==> src/rtl/hazard_unit_mc.sv <==
// hazard_unit_mc: hazard unit for the 5-stage RISC-V pipeline (F/D/E/M/W).
// It handles:
//   - M/W operand forwarding into the E stage,
//   - use-qualified load-use stalling,
//   - a multi-cycle MDU stall FSM,
//   - trap flush,
//   - branch-over-load-stall priority.
// Optional performance counters are built when HAZARD_PERF_EN is defined.
// Otherwise stall_cnt and flush_cnt are tied to zero.
module hazard_unit_mc #(
   parameter int unsigned REG_AW  = 5,
   parameter int unsigned MDU_LAT = 4,
   parameter int unsigned CNT_W   = 4
) (
   input  logic              clk,
   input  logic              rst,
   input  logic [REG_AW-1:0] rs1d,
   input  logic [REG_AW-1:0] rs2d,
   input  logic              UseRs1D,
   input  logic              UseRs2D,
   input  logic [REG_AW-1:0] rs1e,
   input  logic [REG_AW-1:0] rs2e,
   input  logic [REG_AW-1:0] rde,
   input  logic [REG_AW-1:0] rdm,
   input  logic [REG_AW-1:0] rdw,
   input  logic              RegWriteM,
   input  logic              RegWriteW,
   input  logic [1:0]        ResultSrcE,
   input  logic [1:0]        ResultSrcM,
   input  logic              PCsrc,
   input  logic              MduStartE,
   input  logic              TrapE,
   output logic [1:0]        forwardae,
   output logic [1:0]        forwardbe,
   output logic              stallf,
   output logic              stalld,
   output logic              stalle,
   output logic              flushd,
   output logic              flushe,
   output logic              flushm,
   output logic              mdu_busy,
   output logic              mdu_done,
   output logic [31:0]       stall_cnt,
   output logic [31:0]       flush_cnt
);

   localparam logic [1:0] RES_LOAD = 2'b01;
   localparam logic [1:0] FWD_RF   = 2'b00;
   localparam logic [1:0] FWD_W    = 2'b01;
   localparam logic [1:0] FWD_MALU = 2'b10;
   localparam logic [1:0] FWD_MPC  = 2'b11;

   // Elaboration-time sanity of the MDU latency and counter width
   if (MDU_LAT < 2 || MDU_LAT > 16) begin : g_lat_chk
      $error("hazard_unit_mc: MDU_LAT must be in 2..16");
   end
   if ((MDU_LAT - 2) >= (2 ** CNT_W)) begin : g_cnt_chk
      $error("hazard_unit_mc: CNT_W too narrow for MDU_LAT-2");
   end

   typedef enum logic {
      S_IDLE = 1'b0,
      S_BUSY = 1'b1
   } mdu_state_t;

   mdu_state_t        r_state;
   logic [CNT_W-1:0]  r_cnt;

   logic              w_ld_stall;
   logic              w_mdu_stall;
   logic              w_mdu_last;
   logic [1:0]        w_fwd_a;
   logic [1:0]        w_fwd_b;

   // Forward select for one E-stage source; a load in M never forwards from M
   function automatic logic [1:0] fwd_sel(
      input logic [REG_AW-1:0] rs,
      input logic [REG_AW-1:0] rd_m,
      input logic              we_m,
      input logic [1:0]        src_m,
      input logic [REG_AW-1:0] rd_w,
      input logic              we_w
   );
      logic [1:0] sel;
      sel = FWD_RF;
      if (rs != '0 && we_m && rs == rd_m && src_m != RES_LOAD) begin
         sel = src_m[1] ? FWD_MPC : FWD_MALU;
      end else if (rs != '0 && we_w && rs == rd_w) begin
         sel = FWD_W;
      end
      return sel;
   endfunction

   // Forwarding mux selects for both E-stage operands
   always_comb begin
      w_fwd_a = fwd_sel(rs1e, rdm, RegWriteM, ResultSrcM, rdw, RegWriteW);
      w_fwd_b = fwd_sel(rs2e, rdm, RegWriteM, ResultSrcM, rdw, RegWriteW);
   end

   // Load-use hazard, only when the D instruction really reads the register
   always_comb begin
      w_ld_stall = (ResultSrcE == RES_LOAD) && (rde != '0) &&
                   ((UseRs1D && rs1d == rde) || (UseRs2D && rs2d == rde));
   end

   // MDU stall while the op occupies E; last occupancy cycle releases the pipe
   always_comb begin
      w_mdu_last  = (r_state == S_BUSY) && (r_cnt == '0);
      w_mdu_stall = ((r_state == S_IDLE) && MduStartE) ||
                    ((r_state == S_BUSY) && (r_cnt != '0));
   end

   // MDU occupancy FSM; trap or reset aborts any in-flight op
   always_ff @(posedge clk) begin
      if (rst || TrapE) begin
         r_state <= S_IDLE;
         r_cnt   <= '0;
      end else begin
         case (r_state)
            S_IDLE: begin
               if (MduStartE) begin
                  r_state <= S_BUSY;
                  r_cnt   <= CNT_W'(MDU_LAT - 2);
               end
            end
            S_BUSY: begin
               if (r_cnt != '0) begin
                  r_cnt <= r_cnt - CNT_W'(1);
               end else begin
                  r_state <= S_IDLE;
               end
            end
            default: begin
               r_state <= S_IDLE;
               r_cnt   <= '0;
            end
         endcase
      end
   end

   // Prioritised stall/flush resolution: reset/trap > MDU > redirect > load-use
   always_comb begin
      stallf    = 1'b0;
      stalld    = 1'b0;
      stalle    = 1'b0;
      flushd    = 1'b0;
      flushe    = 1'b0;
      flushm    = 1'b0;
      forwardae = w_fwd_a;
      forwardbe = w_fwd_b;
      mdu_busy  = (r_state == S_BUSY);
      mdu_done  = w_mdu_last && !TrapE;
      if (rst) begin
         flushd    = 1'b1;
         flushe    = 1'b1;
         flushm    = 1'b1;
         forwardae = FWD_RF;
         forwardbe = FWD_RF;
         mdu_busy  = 1'b0;
         mdu_done  = 1'b0;
      end else if (TrapE) begin
         flushd = 1'b1;
         flushe = 1'b1;
         flushm = 1'b1;
      end else if (w_mdu_stall) begin
         stallf = 1'b1;
         stalld = 1'b1;
         stalle = 1'b1;
         flushm = 1'b1;
      end else if (PCsrc) begin
         flushd = 1'b1;
         flushe = 1'b1;
      end else if (w_ld_stall) begin
         stallf = 1'b1;
         stalld = 1'b1;
         flushe = 1'b1;
      end
   end

`ifdef HAZARD_PERF_EN
   logic [31:0] r_stall_cnt;
   logic [31:0] r_flush_cnt;

   // Performance counters: fetch-stall cycles and any-flush cycles, wrapping
   always_ff @(posedge clk) begin
      if (rst) begin
         r_stall_cnt <= '0;
         r_flush_cnt <= '0;
      end else begin
         if (stallf) begin
            r_stall_cnt <= r_stall_cnt + 32'd1;
         end
         if (flushd || flushe || flushm) begin
            r_flush_cnt <= r_flush_cnt + 32'd1;
         end
      end
   end

   assign stall_cnt = r_stall_cnt;
   assign flush_cnt = r_flush_cnt;
`else
   assign stall_cnt = '0;
   assign flush_cnt = '0;
`endif

endmodule

==> config.mk <==
export PLATFORM = sky130hd
export DESIGN_NAME = hazard_unit_mc
export DESIGN_NICKNAME = d
export VERILOG_FILES = /design/src/rtl/hazard_unit_mc.sv
export SDC_FILE = /design/constraint.sdc
export NUM_CORES = 1
export LEC_CHECK = 0
export ABC_CLOCK_PERIOD_IN_PS = 1540
export CAP_MARGIN = 20
export CORE_MARGIN = 10
export CORE_UTILIZATION = 28
export CTS_BUF_LIST = sky130_fd_sc_hd__clkbuf_4 sky130_fd_sc_hd__clkbuf_8
export DETAILED_ROUTE_END_ITERATION = 6
export PLACE_DENSITY = 0.79
export SETUP_SLACK_MARGIN = 0.05
export SYNTH_ARGS = -nofsm -noshare
export SYNTH_HDL_FRONTEND = slang
export SYNTH_SLANG_ARGS = --single-unit
export TNS_END_PERCENT = 5
==> constraint.sdc <==
create_clock -name clk -period 1.54 [get_ports clk]
set_input_delay 0.308 -clock clk [delete_from_list [all_inputs] [get_ports clk]]
set_output_delay 0.308 -clock clk [all_outputs]
set_load 0.1 [all_outputs]
==> metrics.csv, run 1 <==
stage,metric,value,unit
run_status,run status,"finished, violations left",
run_status,violated checks,setup timing,
timing,crit path time final,2030,ps
setup_path,max incr delay on CP,320,ps
die,# IOs,124,
setup_path,Crit. Startpoint,r_cnt[1],
global_routing,global-route wire length before repair,6.17,mm
setup_path,CP Capture Point,stallf,
logic_synthesis,Post-Syn Instances,163,
logic_synthesis,Main synth FF type,dfxtp_1,
finish,area growth from synthesis to final layout,75.4,%
min_path,HP Class,reg -> reg,
power,register share of total power,0.086,
die,Die X,87.1,um
logic_synthesis,most instantiated cells after synthesis,"65 x buf_4, 20 x xnor2_1, 12 x xor2_1",
clocking,clock sink total,5,
setup_path,critical path cell sequence,"inv_2, ha_4, and4bb_2, nor2_4, nand2_2, o41ai_4, buf_4, buf_12",
timing,fin. max-slew vios,0,
timing,Setup WS post-layout,-485,ps
logic_synthesis,Yosys reg bits,5,
clocking,Clock transition at path regs,30,ps
timing,RSZ-0062 raised after global routing,true,
place,GPL Wtd Cong,0.819,
detailed_routing,vias per inst,3.95,
setup_path,Worst Setup End Kind,primary output,
power,Internal Power,600,uW
clocking,cts hold-fix bufs,0,
die,Rows,24,
timing,Fin. Hold Viols,0,
timing,Fin Clk Skew,1.41,ps
die,DIE AREA,0.00759,mm2
setup_path,Register-to-Register Path Depth,9,
setup_path,R2R Path End,r_cnt[2],
finish,Non-Filler Instances,301,
detailed_routing,Post-Route WL,4.38,mm
power,power share of the clock group,0.159,
setup_path,worst reg-to-reg setup slack,-110,ps
logic_synthesis,"count leader, synth",buf_4,
setup_path,WP data required,1230,ps
clocking,CTS Root Cell,clkbuf_8,
place,hpwl dp,3.73,mm
place,IO Port Bufs,59,
timing,highest clock rate,0.494,GHz
setup_path,Setup crit start kind,flop,
detailed_routing,routed via count,1189,
timing,Tcrit/Tclk final,1.32,
logic_synthesis,yosys warns,0,
power,worst ir drop on vdd,0.000438,V
flow_run,MaxCap Viol Count,0,
setup_path,Crit path arrival time,1720,ps
die,Core Area,0.00435,mm2
global_routing,GRT Resource Usage Total,0.0995,
logic_synthesis,cell area after synthesis,0.00126,mm2
logic_synthesis,leading area contributor after synthesis,buf_4,
detailed_routing,DR DRC count,0,
clocking,CTS HTree Levels,1,
die,Starting Density,0.290,
finish,# fillers,424,
global_routing,initial antenna violation count,0,
clocking,maximum clock path buffer count,2,
power,switching power of the nets,1.01,mW
global_routing,number of global-route vias before repair,1320,
finish,ANT cells,0,
logic_synthesis,"top cells by area, synth","buf_4 39%, xnor2_1 14%, xor2_1 8.3%, dfxtp_1 7.9%, or4_1 3.0%",
finish,area of the multi-input gates,0.00115,mm2
power,pwr/cell area,729,mW/mm2
setup_path,Crit Path Category,reg -> out,
logic_synthesis,syn avg cell area,7.75,um2
finish,Register Area,103,um2
logic_synthesis,ys async rst share,0,
timing,Min Hold Slack,577,ps
clocking,TritonCTS clock tree,built,
detailed_routing,Initial DRC Count,18,
timing,Setup-failing EPs final,12,
clocking,Clock Latency Late Sink,220,ps
finish,layout cell share with drive strength beyond 1,0.450,
clocking,CTS Buf Count,3,
setup_path,Critical Path Slowest Stage Cell,dfxtp_2,
finish,# nets final,300,
power,Leak Pwr,1.05,nW
setup_path,reg-to-reg startpoint,r_cnt[1],
power,Logic pwr share,0.755,
detailed_routing,post-route ant nets,0,
logic_synthesis,share of the synthesized area in the top cell type,0.387,
logic_synthesis,Post-synth EDFFs,0,
place,number of cells in the design after placement,294,
detailed_routing,First-pass DRT Iterations,3,
setup_path,crit path max fanout,3,
logic_synthesis,sequential element share of the synthesized area,0.0793,
detailed_routing,wire length per cell,14.6,um
global_routing,largest net degree at the start of global routing,7,
global_routing,grt total ovfl,0,
place,Setup WS pre-CTS,-946,ps
die,Die H,87.1,um
power,Switching Fraction,0.628,
logic_synthesis,count of different cell masters after synthesis,32,
sequential cells by signal, summed over array words and instances (netlist names):
name and count:
r_cnt 4, r_state 1
layout make-up:
type | count | share of cell area
multi-input combinational | 149 | 0.518
timing repair buffer | 84 | 0.372
sequential | 5 | 0.0463
tap | 52 | 0.0294
clock buffer | 4 | 0.0220
inverter | 7 | 0.0119
kinds of logic (layout without fill, tap and decap cells):
| kind of cell | Yosys count | in the layout | synth area share |
|---|---|---|---|
| AO/OA/AOI/OAI | 9 | 9 | 0.0615 |
| XOR/XNOR | 32 | 32 | 0.222 |
| adder cells (fa/ha/maj) | 2 | 2 | 0.0198 |
| buffers and inverters | 72 | 95 | 0.407 |
| multiplexers | 2 | 2 | 0.0159 |
| other | 1 | 64 | 0.00297 |
| AND/OR/NAND/NOR | 40 | 40 | 0.191 |
| flip-flops | 5 | 5 | 0.0793 |
worst min path at each step:
stage          startpoint       end  slack [ps]  cells past startpoint
5_1_grt          r_cnt[0]  r_cnt[0]         610                      3
4_1_cts          r_cnt[0]  r_cnt[0]         580                      3
3_5_place_dp     r_cnt[0]  r_cnt[0]         570                      3
2_1_floorplan    r_cnt[0]  r_cnt[0]         440                      2
3_3_place_gp     r_cnt[0]  r_cnt[0]         580                      3
6_report         r_cnt[0]  r_cnt[0]         580                      3
power by group through the flow:
| stage | sequential, mW | clock, mW | combinational (mW) |
|---|---|---|---|
| finish | 0.139 | 0.256 | 1.22 |
| global route | 0.140 | 0.275 | 1.26 |
| CTS | 0.140 | 0.265 | 1.18 |
| detailed placement | 0.141 | 0 | 1.15 |
| global placement | 0.140 | 0 | 1.14 |
| floorplan | 0.142 | 0 | 1.01 |
layout by cell type, fill, tap and decap left out, types with 2 or more instances in the layout:
cell,Yosys,final
conb_1,1,64
nor2_4,0,3
clkbuf_8,0,3
clkdlybuf4s15_1,0,3
dfxtp_1,5,3
nor2b_4,0,3
or2_4,0,2
xor2_1,12,12
nor4_2,0,2
buf_12,0,12
xnor2_2,0,8
nor2_1,6,4
buf_2,0,16
dlygate4sd2_1,0,11
dfxtp_2,0,2
inv_1,7,3
nand3_1,2,2
buf_6,0,5
o21ai_4,1,2
xnor2_1,20,12
nand4_1,4,4
clkbuf_4,0,2
or4_4,0,4
inv_2,0,4
nor4_4,0,2
nand2b_1,2,2
clkdlybuf4s50_1,0,7
buf_4,65,26
routing by layer:
metal	vias up	track usage	share of wire
li1	579	-	-
met1	545	0.0837	0.29
met2	61	0.199	0.58
met3	4	0.0468	0.11
met4	0	0.0275	0.0071
met5	-	0	0
critical path: cells and delay by family (launching register included):
family	cells	cell delay, ps
buffers and inverters	3	410
AOI/OAI and AO/OA	1	70
DFF	1	320
adders and majority gates	1	150
and+or+nand+nor	3	530
metrics by stage:
step           power (mW)  setup TNS [ps]   util  area [um2]
2_1_floorplan        1.15          -10380      -        1520
3_3_place_gp         1.28           -7400  0.453        1970
3_5_place_dp         1.29           -7590  0.453        1970
4_1_cts              1.58           -4430  0.491        2140
5_1_grt              1.67           -5270  0.509        2210
6_report             1.61           -4390  0.509        2210
what timing repair did:
item                                    4_1_cts  5_1_grt
endpoints found under the setup margin       13       15
pin swaps                                    46        9
gates resized for setup                     168       13
buffers inserted                              2        2
No activity file was read; power rests on OpenSTA's default activity.
==> run 2: changes to the inputs <==
- CORE_MARGIN: 10 -> not set
==> metrics.csv, run 2 (same netlist as run 1, synthesis figures left out) <==
stage,metric,value,unit,change
run_status,run status,"finished, violations left",,unchanged
run_status,violated checks,setup timing,,unchanged
die,Die X,69.1,um,was 87.1 um
power,worst ir drop on vdd,0.000364,V,was 0.000438 V
place,hpwl dp,2.69,mm,was 3.73 mm
clocking,CTS Root Cell,clkbuf_8,,unchanged
min_path,HP Class,in -> reg,,was reg -> reg
setup_path,Register-to-Register Path Depth,7,,was 9
detailed_routing,post-route ant nets,0,,unchanged
global_routing,global-route wire length before repair,4.73,mm,was 6.17 mm
setup_path,Crit path arrival time,1750,ps,was 1720 ps
global_routing,number of global-route vias before repair,1068,,"was 1,320"
flow_run,MaxCap Viol Count,0,,unchanged
die,Starting Density,0.290,,unchanged
timing,fin. max-slew vios,0,,unchanged
detailed_routing,Post-Route WL,3.29,mm,was 4.38 mm
power,register share of total power,0.088,,was 0.086
timing,Tcrit/Tclk final,1.34,,was 1.32
finish,Largest register FFs,4,,unchanged
power,Internal Power,583,uW,was 600 uW
setup_path,Crit Path Category,in -> out,,was reg -> out
global_routing,GRT Resource Usage Total,0.124,,was 0.0995
setup_path,Worst Setup End Kind,primary output,,unchanged
finish,top flop regs,"r_cnt x4, r_state x1",,unchanged
timing,Min Hold Slack,470,ps,was 577 ps
finish,# nets final,299,,was 300
finish,fin area,0.00217,mm2,was 0.00221 mm2
global_routing,initial antenna violation count,0,,unchanged
finish,Non-Filler Instances,300,,was 301
power,switching power of the nets,1.01,mW,about the same
clocking,CTS HTree Levels,1,,unchanged
power,power share of the clock group,0.167,,was 0.159
place,number of cells in the design after placement,296,,was 294
setup_path,crit path max fanout,2,,was 3
detailed_routing,DR DRC count,0,,unchanged
detailed_routing,wire length per cell,11.0,um,was 14.6 um
timing,crit path time final,2060,ps,was 2030 ps
clocking,cts hold-fix bufs,0,,unchanged
timing,Setup-failing EPs final,11,,was 12
min_path,Hold Path Stages,4,,was 3
power,Logic pwr share,0.745,,was 0.755
global_routing,grt total ovfl,0,,unchanged
timing,Setup WS post-layout,-518,ps,was -485 ps
clocking,Clock Latency Late Sink,220,ps,about the same
clocking,CTS Buf Count,3,,unchanged
finish,"most common cell after layout, fill and taps aside",conb_1,,unchanged
clocking,Clock transition at path regs,40,ps,was 30 ps
clocking,clock sink total,5,,unchanged
die,Core Area,0.00435,mm2,unchanged
finish,Top reg by flops,r_cnt,,unchanged
detailed_routing,First-pass DRT Iterations,3,,unchanged
clocking,maximum clock path buffer count,2,,unchanged
detailed_routing,Initial DRC Count,14,,was 18
timing,Fin Clk Skew,0.449,ps,was 1.41 ps
detailed_routing,routed via count,1190,,"was 1,189"
power,Switching Fraction,0.633,,was 0.628
die,Rows,24,,unchanged
timing,RSZ-0062 raised after global routing,true,,unchanged
timing,Fin. Hold Viols,0,,unchanged
timing,Sum Neg Setup Slack,-4310,ps,was -4390 ps
finish,ANT cells,0,,unchanged
detailed_routing,vias per inst,3.97,,was 3.95
power,Leak Pwr,1.08,nW,was 1.05 nW
global_routing,largest net degree at the start of global routing,6,,was 7
place,GPL Wtd Cong,0.771,,was 0.819
power,pwr/cell area,735,mW/mm2,was 729 mW/mm2
finish,most frequent cells in the layout,"64 x conb_1, 22 x buf_4, 19 x clkbuf_2",,"was 64 x conb_1, 26 x buf_4, 16 x buf_2"
finish,layout cell share with drive strength beyond 1,0.423,,was 0.450
die,# IOs,124,,unchanged
finish,area growth from synthesis to final layout,71.6,%,was 75.4%
clocking,TritonCTS clock tree,built,,unchanged
setup_path,WP data required,1230,ps,about the same
die,Die H,69.1,um,was 87.1 um
power,total chip power,1.59,mW,was 1.61 mW
die,DIE AREA,0.00478,mm2,was 0.00759 mm2
place,IO Port Bufs,59,,unchanged
timing,highest clock rate,0.486,GHz,was 0.494 GHz
place,DP Area,0.00199,mm2,was 0.00197 mm2
finish,# fillers,415,,was 424
setup_path,Setup crit start kind,input pin,,was flop
run 2: per-stage QoR:
step,worst slack (ps),util
floorplan,-1270,-
global placement,-908,0.457
detailed placement,-945,0.457
CTS,-594,0.490
global route,-565,0.497
finish,-518,0.497
run 2: worst max-delay path, stage by stage:
cell	delay, ps
clkdlybuf4s50_1	490
xnor2_1	150
a32oi_2	170
buf_4	170
o31ai_4	240
buf_12	210
run 2: worst paths after layout:
kind | end | startpoint | slack (ps)
worst max register to register | r_cnt[2] | r_cnt[0] | 120
worst min register to register | r_cnt[0] | r_cnt[0] | 470
worst max-delay path | flushe | rs1d[0] | -520
worst min-delay path | r_state | TrapE | 470
run 2: final cells by class:
cell class	instances	area, um2	area share
timing repair buffer	83	816	0.377
multi-input combinational	149	1110	0.511
sequential	5	103	0.0474
tap	52	65.1	0.0300
clock buffer	4	48.8	0.0225
inverter	7	26.3	0.0121
run 2: routing by layer:
layer	GRT usage	vias up	wire (um)
li1	-	577	-
met3	0.0249	4	206
met2	0.258	63	1970
met5	0	-	0
met4	0.0340	0	29
met1	0.119	546	1080
run 2: power groups by stage:
stage | clock network [mW] | registers, mW | logic (mW)
6_report | 0.265 | 0.140 | 1.19
5_1_grt | 0.275 | 0.140 | 1.22
4_1_cts | 0.271 | 0.140 | 1.16
3_5_place_dp | 0 | 0.141 | 1.15
3_3_place_gp | 0 | 0.141 | 1.15
2_1_floorplan | 0 | 0.142 | 1.01
run 2: what timing repair did:
item                                    in CTS  in global routing
resized for setup                           74                 72
pin swaps                                   21                 29
endpoints found under the setup margin      15                 12
setup buffers                                1                  0
==> run 3: changes to the inputs <==
- CORE_UTILIZATION: 28 -> 49
- CTS_BUF_LIST: sky130_fd_sc_hd__clkbuf_4 sky130_fd_sc_hd__clkbuf_8 -> sky130_fd_sc_hd__clkbuf_2 sky130_fd_sc_hd__clkbuf_4 sky130_fd_sc_hd__clkbuf_8
- DONT_BUFFER_PORTS: not set -> 1
- PLACE_DENSITY: 0.79 -> 0.65
- TNS_END_PERCENT: 5 -> 100
==> metrics.csv, run 3 (same netlist as run 1, synthesis figures left out) <==
stage,metric,value,unit,change
clocking,CTS HTree Levels,1,,unchanged
place,DP Area,0.00157,mm2,was 0.00199 mm2
detailed_routing,First-pass DRT Iterations,6,,was 3
detailed_routing,met1 WL,906,um,was 1.08 mm
place,Setup WS pre-CTS,-482,ps,was -945 ps
detailed_routing,Post-Route WL,3.05,mm,was 3.29 mm
power,Switching Fraction,0.671,,was 0.633
finish,fin area,0.00185,mm2,was 0.00217 mm2
global_routing,global-route wire length before repair,4.13,mm,was 4.73 mm
detailed_routing,met2 WL,1.82,mm,was 1.97 mm
detailed_routing,wire length per cell,13.3,um,was 11.0 um
clocking,maximum clock path buffer count,2,,unchanged
die,# IOs,124,,unchanged
timing,Fin Clk Skew,6.46,ps,was 0.449 ps
finish,# nets final,251,,was 299
timing,Fin. Hold Viols,0,,unchanged
clocking,cts hold-fix bufs,0,,unchanged
timing,crit path time final,2140,ps,was 2060 ps
finish,top flop regs,"r_cnt x4, r_state x1",,unchanged
detailed_routing,DR top layer,met4,,unchanged
clocking,Clock transition at path regs,60,ps,was 40 ps
setup_path,reg-to-reg startpoint,r_cnt[0],,unchanged
die,DIE AREA,0.00278,mm2,was 0.00478 mm2
die,Starting Density,0.514,,was 0.290
finish,layout cell share with drive strength beyond 1,0.425,,was 0.423
global_routing,largest net degree at the start of global routing,8,,was 6
setup_path,WP data required,1230,ps,about the same
clocking,TritonCTS clock tree,built,,unchanged
setup_path,Register-to-Register Path Depth,9,,was 7
finish,Largest register FFs,4,,unchanged
place,GPL Wtd Cong,0.835,,was 0.771
setup_path,Crit Path Category,reg -> out,,was in -> out
timing,fin. max-slew vios,0,,unchanged
timing,Setup WS post-layout,-597,ps,was -518 ps
run_status,violated checks,"DRC, setup timing",,was setup timing
detailed_routing,Routed met3 length,277,um,was 206 um
setup_path,Worst Setup End Kind,primary output,,unchanged
setup_path,R2R Path End,r_cnt[1],,was r_cnt[2]
detailed_routing,vias per inst,4.53,,was 3.97
timing,highest clock rate,0.468,GHz,was 0.486 GHz
flow_run,MaxCap Viol Count,0,,unchanged
place,hpwl dp,2.39,mm,was 2.69 mm
place,IO Port Bufs,0,,was 59
run_status,run status,"finished, violations left",,unchanged
timing,Worst Tran Pin Value,597,ps,
setup_path,critical path cell sequence,"inv_2, ha_4, and4bb_2, buf_6, nor2_4, nand2_4, o41ai_4, buf_4, buf_16",,"was clkdlybuf4s50_1, xnor2_1, a32oi_2, buf_4, o31ai_4, buf_12"
power,Internal Power,470,uW,was 583 uW
timing,Tcrit/Tclk final,1.39,,was 1.34
finish,area growth from synthesis to final layout,46.5,%,was 71.6%
power,worst ir drop on vdd,0.000874,V,was 0.000364 V
power,power share of the clock group,0.127,,was 0.167
timing,Rel. slew slack,0.601,,
finish,Top reg by flops,r_cnt,,unchanged
detailed_routing,DR DRC count,2,,was 0
power,Leak Pwr,0.806,nW,was 1.08 nW
finish,ANT cells,0,,unchanged
global_routing,initial antenna violation count,0,,unchanged
setup_path,Critical Path Slowest Stage Cell,dfxtp_2,,was clkdlybuf4s50_1
min_path,HP Class,in -> reg,,unchanged
timing,Setup-failing EPs final,15,,was 11
detailed_routing,post-route ant nets,0,,unchanged
die,Core Area,0.00245,mm2,was 0.00435 mm2
setup_path,"Buf+Inv Stages, Crit Path",4,,was 3
global_routing,number of global-route vias before repair,967,,"was 1,068"
setup_path,Top Family by Delay on Critical Path,buffers and inverters,,unchanged
power,Logic pwr share,0.775,,was 0.745
min_path,start point of the worst hold path,MduStartE,,was TrapE
clocking,CTS Buf Count,3,,unchanged
setup_path,Setup crit start kind,flop,,was input pin
power,switching power of the nets,958,uW,was 1.01 mW
detailed_routing,routed via count,1043,,"was 1,190"
finish,most frequent cells in the layout,"64 x conb_1, 17 x buf_4, 13 x xnor2_1",,"was 64 x conb_1, 22 x buf_4, 19 x clkbuf_2"
clocking,CTS Root Cell,clkbuf_4,,was clkbuf_8
finish,# fillers,163,,was 415
detailed_routing,Initial DRC Count,11,,was 14
min_path,Hold Path Stages,3,,was 4
global_routing,grt total ovfl,0,,unchanged
global_routing,GRT Resource Usage Total,0.210,,was 0.124
clocking,clock sink total,5,,unchanged
finish,"most common cell after layout, fill and taps aside",conb_1,,unchanged
min_path,hold endpoint,r_cnt[3],,was r_state
clocking,Clock Latency Late Sink,250,ps,was 220 ps
setup_path,max incr delay on CP,350,ps,was 490 ps
timing,RSZ-0062 raised after global routing,true,,unchanged
die,Die H,52.8,um,was 69.1 um
die,Rows,18,,was 24
die,Die X,52.8,um,was 69.1 um
power,register share of total power,0.099,,was 0.088
setup_path,Crit path arrival time,1830,ps,was 1750 ps
power,pwr/cell area,772,mW/mm2,was 735 mW/mm2
setup_path,crit path max fanout,3,,was 2
setup_path,worst reg-to-reg setup slack,-140,ps,was 120 ps
run 3: timing repair:
item,4_1_cts,5_1_grt
resized for setup,13,19
pin swaps,11,14
setup buffers,7,2
endpoints found under the setup margin,12,16
run 3: layout make-up:
type | count | area, um2 | area share
multi-input cells | 149 | 1200 | 0.647
repair buffers | 35 | 447 | 0.242
well taps | 30 | 37.5 | 0.0203
inverters | 7 | 33.8 | 0.0183
clock buffers | 4 | 30.0 | 0.0162
flip-flops and latches | 5 | 104 | 0.0562
run 3: power by group through the flow:
stage,Clock (mW),Combinational [mW],Sequential [mW]
6_report,0.181,1.11,0.141
5_1_grt,0.193,1.14,0.141
4_1_cts,0.184,1.06,0.140
3_5_place_dp,0,1.02,0.143
3_3_place_gp,0,1.01,0.142
2_1_floorplan,0,1.05,0.144
run 3: metrics by stage:
stage	utilization	std cells	setup TNS [ps]	power (mW)	hold slack (ps)
detailed placement	0.640	217	-2950	1.16	480
global placement	0.640	217	-2580	1.15	467
floorplan	-	226	-5720	1.19	447
global route	0.753	230	-5380	1.48	354
CTS	0.705	228	-4150	1.38	330
finish	0.753	230	-4490	1.43	337
run 3: routing by layer:
metal,vias to the layer above,track usage
met5,-,0
met3,4,0.0551
li1,483,-
met4,0,0.0833
met1,477,0.194
met2,79,0.424
run 3: worst max-delay path by stage:
| stage | start | endpoint | slack [ps] | cells after the start |
|---|---|---|---|---|
| floorplan | rde[3] | stallf | -1270 | 5 |
| global placement | rde[3] | stallf | -420 | 6 |
| detailed placement | rde[3] | stallf | -480 | 6 |
| CTS | r_cnt[0] | flushd | -590 | 7 |
| global route | r_cnt[0] | stalld | -660 | 9 |
| finish | r_cnt[0] | stallf | -600 | 9 |
run 3: tightest hold or removal path, delay by kind of cell:
family	cells	cell delay, ps
compound gates	1	110
buf+inv	1	30
simple gates	1	100
